<file path="src/rtl/ariane_axi_pkg.sv">
// ariane_axi: AXI channel/struct types for the CVA6 fetch arbiter; output side carries one extra ID bit.
// Rev 1.0
`default_nettype none
package ariane_axi;
  localparam int unsigned IdWidth    = 4;
  localparam int unsigned IdWidthOut = IdWidth + 1;
  localparam int unsigned AddrWidth  = 64;
  localparam int unsigned DataWidth  = 64;
  localparam int unsigned StrbWidth  = DataWidth / 8;

  typedef enum logic {
    ARB_SRC_DCACHE = 1'b0,
    ARB_SRC_ICACHE = 1'b1
  } arb_src_e;

  typedef struct packed {
    logic [IdWidth-1:0]   id;
    logic [AddrWidth-1:0] addr;
    logic [7:0]           len;
    logic [2:0]           size;
    logic [1:0]           burst;
    logic [3:0]           cache;
    logic [2:0]           prot;
  } ax_chan_t;

  typedef struct packed {
    logic [IdWidthOut-1:0] id;
    logic [AddrWidth-1:0]  addr;
    logic [7:0]            len;
    logic [2:0]            size;
    logic [1:0]            burst;
    logic [3:0]            cache;
    logic [2:0]            prot;
  } ax_chan_out_t;

  typedef struct packed {
    logic [DataWidth-1:0] data;
    logic [StrbWidth-1:0] strb;
    logic                 last;
  } w_chan_t;

  typedef struct packed {
    logic [IdWidth-1:0] id;
    logic [1:0]         resp;
  } b_chan_t;

  typedef struct packed {
    logic [IdWidthOut-1:0] id;
    logic [1:0]            resp;
  } b_chan_out_t;

  typedef struct packed {
    logic [IdWidth-1:0]   id;
    logic [DataWidth-1:0] data;
    logic [1:0]           resp;
    logic                 last;
  } r_chan_t;

  typedef struct packed {
    logic [IdWidthOut-1:0] id;
    logic [DataWidth-1:0]  data;
    logic [1:0]            resp;
    logic                  last;
  } r_chan_out_t;

  typedef struct packed {
    ax_chan_t aw;
    logic     aw_valid;
    w_chan_t  w;
    logic     w_valid;
    logic     b_ready;
    ax_chan_t ar;
    logic     ar_valid;
    logic     r_ready;
  } req_t;

  typedef struct packed {
    logic    aw_ready;
    logic    ar_ready;
    logic    w_ready;
    logic    b_valid;
    b_chan_t b;
    logic    r_valid;
    r_chan_t r;
  } resp_t;

  typedef struct packed {
    ax_chan_out_t aw;
    logic         aw_valid;
    w_chan_t      w;
    logic         w_valid;
    logic         b_ready;
    ax_chan_out_t ar;
    logic         ar_valid;
    logic         r_ready;
  } req_out_t;

  typedef struct packed {
    logic        aw_ready;
    logic        ar_ready;
    logic        w_ready;
    logic        b_valid;
    b_chan_out_t b;
    logic        r_valid;
    r_chan_out_t r;
  } resp_out_t;

  function automatic arb_src_e other_src(input arb_src_e s);
    return (s == ARB_SRC_ICACHE) ? ARB_SRC_DCACHE : ARB_SRC_ICACHE;
  endfunction
endpackage
`default_nettype wire

</file>
<file path="src/rtl/cva6_axi_outst_cnt.sv">
// cva6_axi_outst_cnt: in-flight AR burst counter for one source; full blocks new ARs.
// Rev 1.0
`default_nettype none
module cva6_axi_outst_cnt #(
  parameter int unsigned MaxOutstanding = 4
) (
  input  logic clk_i,
  input  logic rst_ni,
  input  logic inc_i,
  input  logic dec_i,
  output logic full_o,
  output logic empty_o
);
  localparam int unsigned CntWidth = $clog2(MaxOutstanding + 1);
  localparam logic [CntWidth-1:0] CntMax = CntWidth'(MaxOutstanding);

  logic [CntWidth-1:0] r_cnt;

  always_ff @(posedge clk_i or negedge rst_ni) begin
    if (!rst_ni) begin
      r_cnt <= '0;
    end else if (inc_i && !dec_i) begin
      r_cnt <= r_cnt + 1'b1;
    end else if (dec_i && !inc_i) begin
      r_cnt <= r_cnt - 1'b1;
    end
  end

  assign full_o  = (r_cnt == CntMax);
  assign empty_o = (r_cnt == '0);

`ifndef SYNTHESIS
  a_no_underflow: assert property (@(posedge clk_i) disable iff (!rst_ni)
    (dec_i && !inc_i) |-> !empty_o);
  a_no_overflow: assert property (@(posedge clk_i) disable iff (!rst_ni)
    (inc_i && !dec_i) |-> !full_o);
`endif
endmodule
`default_nettype wire

</file>
<file path="src/rtl/cva6_axi_fetch_arbiter.sv">
// cva6_axi_fetch_arbiter: merges I$ refill reads and D$ AXI onto one master, ID MSB = source.
// Define ICACHE_ARB_PRIO_EN for fixed I$ priority on AR instead of round robin. Rev 1.0
`default_nettype none
module cva6_axi_fetch_arbiter
  import ariane_axi::*;
#(
  parameter int unsigned AxiIdWidth     = ariane_axi::IdWidth,
  parameter int unsigned MaxOutstanding = 4,
  parameter type axi_req_t     = ariane_axi::req_t,
  parameter type axi_rsp_t     = ariane_axi::resp_t,
  parameter type axi_out_req_t = ariane_axi::req_out_t,
  parameter type axi_out_rsp_t = ariane_axi::resp_out_t
) (
  input  logic         clk_i,
  input  logic         rst_ni,
  input  axi_req_t     icache_req_i,
  output axi_rsp_t     icache_resp_o,
  input  axi_req_t     dcache_req_i,
  output axi_rsp_t     dcache_resp_o,
  output axi_out_req_t axi_req_o,
  input  axi_out_rsp_t axi_resp_i,
  output logic         idle_o
);
  localparam logic [0:0] ARB_IDLE = 1'b0;
  localparam logic [0:0] ARB_HOLD = 1'b1;

  logic [0:0] lock_q, lock_d;
  arb_src_e   sel_q, sel_d, rr_q, rr_d;

  logic     ic_full, dc_full, ic_empty, dc_empty;
  logic     ic_elig, dc_elig;
  arb_src_e win_src;
  logic     win_valid;
  logic     ar_hs, r_hs, r_to_ic;
  logic     ic_inc, ic_dec, dc_inc, dc_dec;
  logic     unused_inputs;

  assign ic_elig = icache_req_i.ar_valid & ~ic_full;
  assign dc_elig = dcache_req_i.ar_valid & ~dc_full;

  // In HOLD the latched source stays granted: its counter cannot have grown, so it is still eligible.
  always_comb begin
    win_src   = rr_q;
    win_valid = 1'b0;
    if (lock_q == ARB_HOLD) begin
      win_src   = sel_q;
      win_valid = (sel_q == ARB_SRC_ICACHE) ? icache_req_i.ar_valid : dcache_req_i.ar_valid;
    end else if (ic_elig && dc_elig) begin
`ifdef ICACHE_ARB_PRIO_EN
      win_src = ARB_SRC_ICACHE;
`else
      win_src = rr_q;
`endif
      win_valid = 1'b1;
    end else if (ic_elig) begin
      win_src   = ARB_SRC_ICACHE;
      win_valid = 1'b1;
    end else if (dc_elig) begin
      win_src   = ARB_SRC_DCACHE;
      win_valid = 1'b1;
    end
  end

  assign ar_hs   = win_valid & axi_resp_i.ar_ready;
  assign r_to_ic = axi_resp_i.r.id[AxiIdWidth];
  assign r_hs    = axi_resp_i.r_valid & axi_req_o.r_ready;
  assign ic_inc  = ar_hs & (win_src == ARB_SRC_ICACHE);
  assign dc_inc  = ar_hs & (win_src == ARB_SRC_DCACHE);
  assign ic_dec  = r_hs & axi_resp_i.r.last & r_to_ic;
  assign dc_dec  = r_hs & axi_resp_i.r.last & ~r_to_ic;

  always_ff @(posedge clk_i or negedge rst_ni) begin
    if (!rst_ni) begin
      lock_q <= ARB_IDLE;
      sel_q  <= ARB_SRC_ICACHE;
      rr_q   <= ARB_SRC_ICACHE;
    end else begin
      lock_q <= lock_d;
      sel_q  <= sel_d;
      rr_q   <= rr_d;
    end
  end

  always_comb begin
    lock_d = lock_q;
    sel_d  = sel_q;
    rr_d   = rr_q;
    case (lock_q)
      ARB_IDLE: begin
        if (win_valid && !axi_resp_i.ar_ready) begin
          lock_d = ARB_HOLD;
          sel_d  = win_src;
        end
      end
      ARB_HOLD: begin
        if (ar_hs) lock_d = ARB_IDLE;
      end
      default: lock_d = ARB_IDLE;
    endcase
    if (ar_hs) rr_d = other_src(win_src);
  end

  always_comb begin
    axi_req_o     = '0;
    icache_resp_o = '0;
    dcache_resp_o = '0;

    if (win_src == ARB_SRC_ICACHE) begin
      axi_req_o.ar.id    = {1'b1, icache_req_i.ar.id};
      axi_req_o.ar.addr  = icache_req_i.ar.addr;
      axi_req_o.ar.len   = icache_req_i.ar.len;
      axi_req_o.ar.size  = icache_req_i.ar.size;
      axi_req_o.ar.burst = icache_req_i.ar.burst;
      axi_req_o.ar.cache = icache_req_i.ar.cache;
      axi_req_o.ar.prot  = icache_req_i.ar.prot;
    end else begin
      axi_req_o.ar.id    = {1'b0, dcache_req_i.ar.id};
      axi_req_o.ar.addr  = dcache_req_i.ar.addr;
      axi_req_o.ar.len   = dcache_req_i.ar.len;
      axi_req_o.ar.size  = dcache_req_i.ar.size;
      axi_req_o.ar.burst = dcache_req_i.ar.burst;
      axi_req_o.ar.cache = dcache_req_i.ar.cache;
      axi_req_o.ar.prot  = dcache_req_i.ar.prot;
    end
    axi_req_o.ar_valid     = win_valid;
    icache_resp_o.ar_ready = axi_resp_i.ar_ready & win_valid & (win_src == ARB_SRC_ICACHE);
    dcache_resp_o.ar_ready = axi_resp_i.ar_ready & win_valid & (win_src == ARB_SRC_DCACHE);

    axi_req_o.aw.id        = {1'b0, dcache_req_i.aw.id};
    axi_req_o.aw.addr      = dcache_req_i.aw.addr;
    axi_req_o.aw.len       = dcache_req_i.aw.len;
    axi_req_o.aw.size      = dcache_req_i.aw.size;
    axi_req_o.aw.burst     = dcache_req_i.aw.burst;
    axi_req_o.aw.cache     = dcache_req_i.aw.cache;
    axi_req_o.aw.prot      = dcache_req_i.aw.prot;
    axi_req_o.aw_valid     = dcache_req_i.aw_valid;
    axi_req_o.w            = dcache_req_i.w;
    axi_req_o.w_valid      = dcache_req_i.w_valid;
    axi_req_o.b_ready      = dcache_req_i.b_ready;
    dcache_resp_o.aw_ready = axi_resp_i.aw_ready;
    dcache_resp_o.w_ready  = axi_resp_i.w_ready;
    dcache_resp_o.b_valid  = axi_resp_i.b_valid;
    dcache_resp_o.b.id     = axi_resp_i.b.id[AxiIdWidth-1:0];
    dcache_resp_o.b.resp   = axi_resp_i.b.resp;

    icache_resp_o.r.id    = axi_resp_i.r.id[AxiIdWidth-1:0];
    icache_resp_o.r.data  = axi_resp_i.r.data;
    icache_resp_o.r.resp  = axi_resp_i.r.resp;
    icache_resp_o.r.last  = axi_resp_i.r.last;
    dcache_resp_o.r       = icache_resp_o.r;
    icache_resp_o.r_valid = axi_resp_i.r_valid & r_to_ic;
    dcache_resp_o.r_valid = axi_resp_i.r_valid & ~r_to_ic;
    axi_req_o.r_ready     = r_to_ic ? icache_req_i.r_ready : dcache_req_i.r_ready;
  end

  assign idle_o = (lock_q == ARB_IDLE) & ic_empty & dc_empty;

  cva6_axi_outst_cnt #(
    .MaxOutstanding(MaxOutstanding)
  ) u_ic_cnt (
    .clk_i  (clk_i),
    .rst_ni (rst_ni),
    .inc_i  (ic_inc),
    .dec_i  (ic_dec),
    .full_o (ic_full),
    .empty_o(ic_empty)
  );

  cva6_axi_outst_cnt #(
    .MaxOutstanding(MaxOutstanding)
  ) u_dc_cnt (
    .clk_i  (clk_i),
    .rst_ni (rst_ni),
    .inc_i  (dc_inc),
    .dec_i  (dc_dec),
    .full_o (dc_full),
    .empty_o(dc_empty)
  );

  // The I$ port is read-only; its write-side fields exist only because the struct is shared.
  assign unused_inputs = ^{icache_req_i.aw, icache_req_i.aw_valid, icache_req_i.w,
                           icache_req_i.w_valid, icache_req_i.b_ready, axi_resp_i.b.id[AxiIdWidth]};

`ifndef SYNTHESIS
  a_icache_read_only: assert property (@(posedge clk_i) disable iff (!rst_ni)
    !(icache_req_i.aw_valid || icache_req_i.w_valid || icache_req_i.b_ready));
  a_b_id_dcache_only: assert property (@(posedge clk_i) disable iff (!rst_ni)
    axi_resp_i.b_valid |-> !axi_resp_i.b.id[AxiIdWidth]);
`endif
endmodule
`default_nettype wire

</file>
<file path="config.mk">
export PLATFORM = sky130hd
export DESIGN_NAME = cva6_axi_fetch_arbiter
export DESIGN_NICKNAME = d
export VERILOG_FILES = /design/src/rtl/ariane_axi_pkg.sv /design/src/rtl/cva6_axi_outst_cnt.sv /design/src/rtl/cva6_axi_fetch_arbiter.sv
export SDC_FILE = /design/constraint.sdc
export NUM_CORES = 1
export LEC_CHECK = 0
export BUFFER_PORTS_ARGS = -buffer_cell sky130_fd_sc_hd__buf_2
export CORE_AREA = 2 2 392 394
export CTS_BUF_LIST = sky130_fd_sc_hd__clkbuf_4
export CTS_CLUSTER_DIAMETER = 200
export DETAILED_ROUTE_END_ITERATION = 10
export DIE_AREA = 0 0 394 396
export PLACE_DENSITY = 0.3
export SETUP_SLACK_MARGIN = 0.3
export SYNTH_ARGS = -nofsm -noshare
export SYNTH_HDL_FRONTEND = slang
export SYNTH_SLANG_ARGS = --single-unit
</file>
<file path="constraint.sdc">
create_clock -name clk_i -period 3.2 [get_ports clk_i]
set_clock_uncertainty 0.2 [all_clocks]
set_input_delay 0 -clock clk_i [delete_from_list [all_inputs] [get_ports clk_i]]
set_output_delay 0 -clock clk_i [all_outputs]
set_load 0.005 [all_outputs]
</file>
==> summary.md, run 1 <==
| Metric | Value |
|---|---|
| Cell depth of the worst flop-to-flop path | 8 |
| Class of the worst hold path | in2async |
| Setup TNS after final layout | 0 ns |
| Via count of the first global-routing pass | 4073 |
| Mean instance size in the synthesized netlist | 9.23 um^2 |
| CP arrival | 2.76 ns |
| Worst-path fanout max | 3 |
| Root buffer selected by CTS | clkbuf_4 |
| Endpoint required time on the critical path | 3.14 ns |
| Global-route wire length before repair | 50.9 mm |
| Initial DRT Pass Iterations | 4 |
| Most common cell after layout, fill and taps aside | buf_2 |
| Seq cells post-synth | 9 |
| Cell total after placement | 2469 |
| Final GP Congestion | 0.704 |
| Internal power | 1890 uW |
| Result of the run | finished clean |
| Maximum number of pins on one net before global-route repair | 72 |
| Yosys top cell area share | 55.4% |
| Total clock sinks | 9 |
| Period utilisation layout | 88.3% |
| Combined area of all synthesized cells | 0.00446 mm^2 |
| Remaining global-route overflow | 0 |
| Fmax achieved | 354 MHz |
| Sequential fraction of the synthesis area | 5.11% |
| Number of port buffers | 283 |
| Number of ports placed on the die boundary | 1015 |
| Setup violations, final | 0 |
| Initial standard-cell utilization of the core | 2.94% |
| Wire length per cell | 16.5 um |
| Endpoint class of the critical path | flip-flop |
| Highest-count cells in the layout ignoring fill and taps | buf_2 (283), dlygate4sd3_1 (249), mux2_4 (76), mux2_2 (15), buf_4 (14) |
| Final core utilization | 5.72% |
| Minimum setup slack after placement | 0.203 ns |
| Flop-to-flop setup slack | 0.38 ns |
| Post-layout instance count excluding filler cells | 2743 |
| Global-route usage over all layers | 5.15% |
| Grt peak-use layer | met2 |
| Largest vdd supply drop | 0.290 mV |
| TritonCTS buffer count | 3 |
| Maximum clock path buffer count | 2 |
| Power density relative to cell area | 382 mW/mm^2 |
| Antenna-violating nets left | 0 |
| Placeable Area | 0.152 mm^2 |
| Type of origin of the critical path | flip-flop |
| Share of post-route cells with drive strength above 1 | 58.6% |
| Width of the die | 394 um |
| Final max-slew violation count | 0 |
| Std cell rows | 143 |
| Top post-synthesis cells by area | buf_4 (55%), mux2_4 (26%), dfrtp_1 (3.9%), mux2_2 (3.8%), buf_6 (2.3%) |
| Setup repair after global routing missed its margin | true |
| Post-synthesis cell count | 483 |
| GR Layer Usage met3 | 1.68% |
| Count of max-cap constraint violations | 0 |
| Slew at the pin closest to its max-slew limit | 0.682 ns |
| Tmin final | 2.82 ns |
| Worst-Skew Late Latency | 0.26 ns |
| Unique masters post-synth | 35 |
| Initial antenna violation count | 60 |
| Reg2reg end | u_dc_cnt.r_cnt[1] |
| Switching share of power | 43.0% |
| Critical path type | reg2reg |
| Flop pwr share | 7.4% |
| Cell type contributing the most total cell area after synthesis | buf_4 |
| Clock tree from TritonCTS | yes |
| Met2 track demand over resource | 8.82% |
| Area of the die | 0.156 mm^2 |
| Clock transition at the registers of the reported paths | 0.07 ns |
| Synth-to-Final Area Change | 94.5% |
| WL final | 45.1 mm |
| Leakage power summed over all cells | 0.00323 uW |
| Avg Vias per Cell | 1.55 |
| Level count of the clock H-tree | 1 |
| Detailed Route Iter0 Violations | 164 |
| Worst hold margin | 0.0327 ns |
| GR Util met1 | 6.40% |
| Part of the power in the clock network | 3.0% |
| Total half-perimeter wirelength after legalization and detailed placement | 38.7 mm |
| Smallest setup slack after layout | 0.375 ns |
| Number of vias in the routed layout | 4253 |
| Final Hold Vio Count | 0 |
| Yosys Warn Count | 0 |
| Switching Power | 1420 uW |
| # nets final | 1305 |
| Die Y | 396 um |
| Combinational group share of total power | 89.6% |
| Relative slew slack | 54.4% |
| Worst reg2reg startpoint | u_ic_cnt.r_cnt[0] |
| DRC violation count after routing | 0 |
[power by group through the flow]
stage               registers [uW]  clock network (uW)  logic (uW)
global route                   260                 115        3160
global placement               260                   0        2280
floorplan                      234                   0        1860
finish                         245                99.1        2960
CTS                            251                 106        2780
detailed placement             261                   0        2270
[worst max-delay path by stage]
| stage | cells past startpoint | startpoint | endpoint |
|---|---|---|---|
| global route | 10 | u_ic_cnt.r_cnt[0] | u_dc_cnt.r_cnt[2] |
| global placement | 8 | u_ic_cnt.r_cnt[0] | u_ic_cnt.r_cnt[1] |
| detailed placement | 10 | u_ic_cnt.r_cnt[0] | u_dc_cnt.r_cnt[2] |
| floorplan | 12 | u_ic_cnt.r_cnt[0] | u_dc_cnt.r_cnt[2] |
| CTS | 8 | u_dc_cnt.r_cnt[0] | u_dc_cnt.r_cnt[1] |
| finish | 8 | u_ic_cnt.r_cnt[0] | u_dc_cnt.r_cnt[1] |
[metrics by stage]
stage | power (uW) | instance area [um^2]
after floorplan | 2090 | 4500
after global placement | 2540 | 5930
after detailed placement | 2530 | 5930
after CTS | 3130 | 8540
after global routing | 3540 | 8660
final | 3310 | 8670
[cells in the mapped netlist, drive strengths merged]
master	number
o31ai	1
nand4	1
or4	1
a21oi	1
o21ai	1
nor2	2
and2	2
clkbuf	1
and4bb	1
a221oi	2
buf	339
nand4b	1
or3b	2
nor3	1
dfstp	2
mux2i	2
ha	2
dfrtp	7
nand2	3
xnor2	2
o41ai	2
conb	1
fa	2
xor2	4
nor3b	1
inv	4
nor2b	2
nor4	1
mux2	91
and3b	1
[cells by family (layout without fill, tap and decap cells)]
| family | count (synthesis) | count (layout) | share of synthesized area [%] |
|---|---|---|---|
| AO/OA/AOI/OAI | 7 | 7 | 1.32 |
| AND/OR/NAND/NOR | 19 | 19 | 2.78 |
| adder cells (fa/ha/maj) | 4 | 4 | 1.46 |
| XOR/XNOR | 6 | 6 | 1.18 |
| flip-flops | 9 | 9 | 5.11 |
| buffers and inverters | 344 | 558 | 58.2 |
| multiplexers | 93 | 93 | 29.8 |
| other | 1 | 17 | 0.0841 |
[layout make-up]
class	instances	area [um^2]
clock buffers	4	30.0
repair buffers	550	4110
fillers	17902	143000
diodes	7	17.5
well taps	2030	2540
flip-flops and latches	9	230
multi-input cells	139	1720
inverters	4	15.0
[critical path, cell delays in order, from the launching register on]
cell and delay [ns]:
dfrtp_2 0.41, or3b_4 0.43, a221oi_2 0.32, and3b_2 0.27, nor2b_4 0.14, ha_2 0.20
inv_2 0.06, fa_2 0.40, mux2_2 0.27
[metal layers]
layer  wire (um)  part of all wire, %
met2       21400                   47
met4        1260                  2.8
met5          13                0.029
met3        4340                  9.6
met1       18200                   40
[timing repair]
action	in CTS	in global routing
cloned	0	2
buffers inserted	7	5
hold buffers	249	0
hold endpoints to repair	324	0
pin swaps	4	6
setup endpoints to repair	4	74
resized for setup	6	7
No activity file was read; power rests on OpenSTA's default activity.
==> inputs of run 2 (changes only) <==
--- a/config.mk
+++ b/config.mk
@@ -5,12 +5,12 @@
 export SDC_FILE = /design/constraint.sdc
 export NUM_CORES = 1
 export LEC_CHECK = 0
-export BUFFER_PORTS_ARGS = -buffer_cell sky130_fd_sc_hd__buf_2
-export CORE_AREA = 2 2 392 394
+export CORE_AREA = 2 2 394 396
 export CTS_BUF_LIST = sky130_fd_sc_hd__clkbuf_4
 export CTS_CLUSTER_DIAMETER = 200
 export DETAILED_ROUTE_END_ITERATION = 10
-export DIE_AREA = 0 0 394 396
+export DIE_AREA = 0 0 396 398
+export DONT_BUFFER_PORTS = 1
 export PLACE_DENSITY = 0.3
 export SETUP_SLACK_MARGIN = 0.3
 export SYNTH_ARGS = -nofsm -noshare
==> run 2 against run 1 <==
  * Utilization rose by 0.20 points
  * Global-route usage rose by 0.23 points
  * Hold slack improved by 0.068 ns
==> summary.md, run 2 (synthesis results as in run 1) <==
| Metric | Value |
|---|---|
| Wire length per cell | 17.6 um |
| Maximum number of pins on one net before global-route repair | 90 |
| Share of post-route cells with drive strength above 1 | 21.8% |
| Global-route wire length before repair | 52.0 mm |
| Detailed Route Iter0 Violations | 145 |
| DRC violation count after routing | 0 |
| Level count of the clock H-tree | 1 |
| Final core utilization | 5.92% |
| Class of the worst hold path | in2out |
| Tmin final | 2.81 ns |
| Area of all placed cells without fillers | 0.00908 mm^2 |
| Most Frequent Cell on Critical Path | xor2_1 |
| Critical path type | reg2reg |
| Count of buffering cells on the critical path with inverters included | 1 |
| CP peak stage delay | 0.55 ns |
| Area of the die | 0.158 mm^2 |
| Number of vias in the routed layout | 3969 |
| Std cell rows | 144 |
| Setup violations, final | 0 |
| Cell family with most CP delay | adder cells |
| Number of port buffers | 0 |
| Width of the die | 396 um |
| Number of ports placed on the die boundary | 1015 |
| Antenna-violating nets left | 0 |
| Avg Vias per Cell | 1.49 |
| Worst-path fanout max | 4 |
| Period utilisation layout | 87.7% |
| Final GP Congestion | 0.685 |
| Largest vdd supply drop | 1.07 mV |
| Synth-to-Final Area Change | 104% |
| WL final | 46.7 mm |
| Relative slew slack | 43.4% |
| Type of origin of the critical path | flip-flop |
| Highest-count cells in the layout ignoring fill and taps | dlygate4sd3_1 (434), mux2_4 (76), buf_4 (18), mux2_2 (15), conb_1 (10) |
| Clock tree from TritonCTS | yes |
| CP arrival | 2.79 ns |
| Placeable Area | 0.153 mm^2 |
| Cell with the largest stage delay on the worst path | dfstp_2 |
| Die Y | 398 um |
| Final max-slew violation count | 0 |
| Global-route usage over all layers | 5.38% |
| Cell total after placement | 2199 |
| Most common cell after layout, fill and taps aside | dlygate4sd3_1 |
| Initial antenna violation count | 75 |
| Final total power | 2930 uW |
| Slew at the pin closest to its max-slew limit | 0.849 ns |
| Count of max-cap constraint violations | 0 |
| Maximum clock path buffer count | 2 |
| Setup TNS after final layout | 0 ns |
| Root buffer selected by CTS | clkbuf_4 |
| Total clock sinks | 9 |
| Clock transition at the registers of the reported paths | 0.07 ns |
| Setup repair after global routing missed its margin | true |
| Endpoint required time on the critical path | 3.18 ns |
| Cells along the critical path | and4bb_2, a221oi_4, o31ai_4, and2_4, ha_2, inv_1, fa_1, xor2_1, nor2_1, xor2_1 |
| Initial DRT Pass Iterations | 4 |
| Cell area after placement | 0.00452 mm^2 |
| Via count of the first global-routing pass | 3596 |
| TritonCTS buffer count | 3 |
| Result of the run | finished clean |
| Leakage power summed over all cells | 0.00288 uW |
| Power density relative to cell area | 323 mW/mm^2 |
| Fmax achieved | 356 MHz |
| Endpoint class of the critical path | flip-flop |
| # nets final | 1208 |
| Number of inserted filler cells in the final layout | 18.0k |
| Remaining global-route overflow | 0 |
| Final Hold Vio Count | 0 |
| Worst-Skew Late Latency | 0.26 ns |
| Post-layout instance count excluding filler cells | 2658 |
| Initial standard-cell utilization of the core | 2.91% |
| Total half-perimeter wirelength after legalization and detailed placement | 41.7 mm |
-- run 2: cell count changes in the layout (fill, tap and decap cells not counted), sizes merged --
| cell | before | now |
|---|---|---|
| buf | 299 | 19 |
| clkbuf | 6 | 4 |
| diode | 7 | 5 |
| dlygate4sd3 | 249 | 434 |
-- run 2: power breakdown --
group	internal, uW	switching (uW)
clock network	56.6	43.8
logic	1420	1160
registers	185	64.2
total	1660	1270
-- run 2: path summary, 6_finish.rpt --
path	cells past startpoint	slack [ns]	to	from
worst min-delay path	2	0.10	axi_req_o[1]	icache_req_i[1]
worst min register to register	1	0.35	u_ic_cnt.r_cnt[1]	u_ic_cnt.r_cnt[1]
worst max register to register	10	0.39	u_ic_cnt.r_cnt[2]	rr_q
min in group asynchronous	2	0.44	u_ic_cnt.r_cnt[1]	rst_ni
max in group asynchronous	2	2.02	rr_q	rst_ni
worst max-delay path	10	0.39	u_ic_cnt.r_cnt[2]	rr_q
-- run 2: final cells by class --
| type | count | area, um^2 | area share [%] |
|---|---|---|---|
| tap | 2044 | 2560 | 28.2 |
| clock buffer | 4 | 30.0 | 0.331 |
| inverter | 4 | 15.0 | 0.165 |
| sequential | 9 | 231 | 2.55 |
| timing repair buffer | 453 | 4500 | 49.6 |
| antenna | 5 | 12.5 | 0.138 |
| multi-input combinational | 139 | 1730 | 19.1 |
-- run 2: what timing repair did --
action | CTS | global route
hold buffers | 434 | 0
resized for setup | 7 | 6
setup endpoints to repair | 4 | 80
endpoints found under the hold margin | 422 | 0
setup buffers | 6 | 10
pin swaps | 2 | 10
-- run 2: metrics by stage --
step	setup WS, ns	hold WS [ns]
floorplan	0.297	-0.496
finish	0.393	0.101
detailed placement	0.125	-0.495
CTS	0.318	0.0446
global route	0.297	0.123
global placement	0.153	-0.495
-- run 2: per-layer routing --
layer / wire length [um] / global-route usage (%)
met2: 20500 / 8.62
met1: 18300 / 6.48
met3: 6340 / 2.68
met4: 1470 / 0.985
met5: 149 / 0
==> inputs of run 3 (changes only) <==
==> constraint.sdc (replaced) <==
create_clock -name clk_i -period 2.4 [get_ports clk_i]
set_clock_uncertainty 0.2 [all_clocks]
set_input_delay 0 -clock clk_i [delete_from_list [all_inputs] [get_ports clk_i]]
set_output_delay 0 -clock clk_i [all_outputs]
set_load 0.005 [all_outputs]
==> run 3 against run 2 <==
  * The run now ends with hold timing, setup timing left
  * Hold slack got worse by 0.21 ns
  * Worst setup slack got worse by 0.77 ns
  * Sequential share of layout area fell by 0.24 points
  * Fmax rose by 1.2%
  * Die area did not move
  * Via count rose by 3.8%
  * Clock power rose by 34%
  * Utilization rose by 0.50 points
  * Power rose by 91%
  * Count of clock-buffer cells in the layout did not move
  * Wire length rose by 3.1%
  * Critical endpoint is now u_ic_cnt.r_cnt[1]
  * Largest power group unchanged
==> summary.md, run 3 (synthesis results as in run 1) <==
| Metric | Value |
|---|---|
| Hold path startpoint | dcache_req_i[1] |
| Initial DRT Pass Iterations | 4 |
| Std cell rows | 144 |
| Initial standard-cell utilization of the core | 2.91% |
| Clock transition at the registers of the reported paths | 0.07 ns |
| Crit path from | u_ic_cnt.r_cnt[1] |
| # nets final | 1242 |
| Root buffer selected by CTS | clkbuf_4 |
| Worst hold margin | -0.107 ns |
| Cell with the largest stage delay on the worst path | or3b_4 |
| Final Hold Vio Count | 1 |
| Area of the die | 0.158 mm^2 |
| Synth-to-Final Area Change | 121% |
| Relative slew slack | 43.9% |
| Final max-slew violation count | 0 |
| Slew at the pin closest to its max-slew limit | 0.838 ns |
| Final total power | 5610 uW |
| Number of port buffers | 0 |
| Smallest setup slack after layout | -0.373 ns |
| Count of buffering cells on the critical path with inverters included | 2 |
| WL final | 48.2 mm |
| Result of the run | complete, but fails checks |
| CP peak stage delay | 0.44 ns |
| Placeable Area | 0.153 mm^2 |
| Initial antenna violation count | 64 |
| Highest-count cells in the layout ignoring fill and taps | dlygate4sd3_1 (428), mux2_4 (82), buf_4 (23), buf_16 (14), buf_6 (13) |
| Largest vdd supply drop | 0.386 mV |
| Maximum clock path buffer count | 2 |
| Total clock sinks | 9 |
| Type of origin of the critical path | flip-flop |
| Final GP Congestion | 0.675 |
| Worst-path fanout max | 3 |
| Endpoint required time on the critical path | 2.35 ns |
| Endpoint class of the critical path | flip-flop |
| Setup violations, final | 92 |
| Maximum number of pins on one net before global-route repair | 11 |
| Power density relative to cell area | 570 mW/mm^2 |
| Setup repair after global routing missed its margin | true |
| Via count of the first global-routing pass | 4176 |
| Class of the worst hold path | in2reg |
| Cells along the critical path | or3b_4, a221oi_4, o31ai_4, buf_4, and2_4, ha_4, inv_2, fa_2, mux2_2 |
| CP arrival | 2.72 ns |
| Fmax achieved | 361 MHz |
| Die Y | 398 um |
| Clock tree from TritonCTS | yes |
| Detailed Route Iter0 Violations | 110 |
| Tmin final | 2.77 ns |
| DRC violation count after routing | 0 |
| Avg Vias per Cell | 1.52 |
| Width of the die | 396 um |
| Total half-perimeter wirelength after legalization and detailed placement | 41.7 mm |
| Period utilisation layout | 116% |
| Share of post-route cells with drive strength above 1 | 27.2% |
| Number of ports placed on the die boundary | 1015 |
| Remaining global-route overflow | 0 |
| Count of max-cap constraint violations | 0 |
| Antenna-violating nets left | 0 |
| Wire length per cell | 17.8 um |
| Level count of the clock H-tree | 1 |
| Global-route wire length before repair | 54.9 mm |
| Worst reg2reg startpoint | u_ic_cnt.r_cnt[1] |
| Leakage power summed over all cells | 0.00325 uW |
| Global-route usage over all layers | 5.57% |
| Most common cell after layout, fill and taps aside | dlygate4sd3_1 |
| Cell family with most CP delay | simple AND/OR/NAND/NOR gates |
| Number of vias in the routed layout | 4119 |
| Number of hold-repair buffers added at the cts stage | 428 |
| Critical path type | reg2reg |
| Failing checks | hold timing, setup timing |
| Worst-Skew Late Latency | 0.26 ns |
| TritonCTS buffer count | 3 |
[run 3: timing repair]
| item | in CTS | in global routing |
|---|---|---|
| resized for setup | 46 | 13 |
| gates cloned | 11 | 2 |
| buffers inserted | 18 | 7 |
| pin swaps | 15 | 6 |
| endpoints found under the setup margin | 97 | 99 |
| hold endpoints to repair | 416 | 1 |
[run 3: worst reg2reg max path: stages, from the launching register on]
cell	delay, ns
dfrtp_1	0.38
or3b_4	0.44
a221oi_4	0.30
o31ai_4	0.11
buf_4	0.16
and2_4	0.17
ha_4	0.16
inv_2	0.05
fa_2	0.42
mux2_2	0.28
[run 3: path summary, 6_finish.rpt]
| check | to | slack [ns] | cells past startpoint |
|---|---|---|---|
| max | u_ic_cnt.r_cnt[1] | -0.37 | 9 |
| min | flip-flop | -0.11 | 3 |
| max reg2reg | u_ic_cnt.r_cnt[1] | -0.37 | 9 |
| min reg2reg | u_ic_cnt.r_cnt[2] | 0.38 | 2 |
| max in group asynchronous | sel_q | 1.18 | 2 |
| min in group asynchronous | u_dc_cnt.r_cnt[0] | 0.47 | 2 |
[run 3: cell type report]
class                      count  area (um^2)
multi-input combinational    139         1810
inverter                       4         15.0
timing repair buffer         487         5170
fill                       17857       143000
antenna                       15         37.5
sequential                     9          228
clock buffer                   4         30.0
tap                         2044         2560
[run 3: report_power, final]
group / switching [uW] / internal [uW] / total [uW]
clock: 58.8 / 75.6 / 134
combinational: 1990 / 3180 / 5180
sequential: 56.5 / 241 / 298
[run 3: per-layer routing]
layer  global-route usage (%)  routed length [um]  vias to the layer above
li1                         -                   -                     1569
met1                     6.68               18900                     1881
met2                     9.35               22200                      549
met3                     2.37                5750                      110
met4                    0.835                1330                       10
met5                        0                  69                        -
[run 3: through the flow]
stage	setup slack, ns	area, um^2	util (%)	cells	TNS (ns)
2_1_floorplan	-0.379	4560	-	492	-1.39
3_3_place_gp	-0.302	4710	3.07	2217	-12.00
3_5_place_dp	-0.391	4710	3.07	2217	-15.86
4_1_cts	-0.353	9650	6.30	2678	-18.07
5_1_grt	-0.467	9820	6.41	2694	-26.06
6_report	-0.373	9840	6.42	2702	-17.67
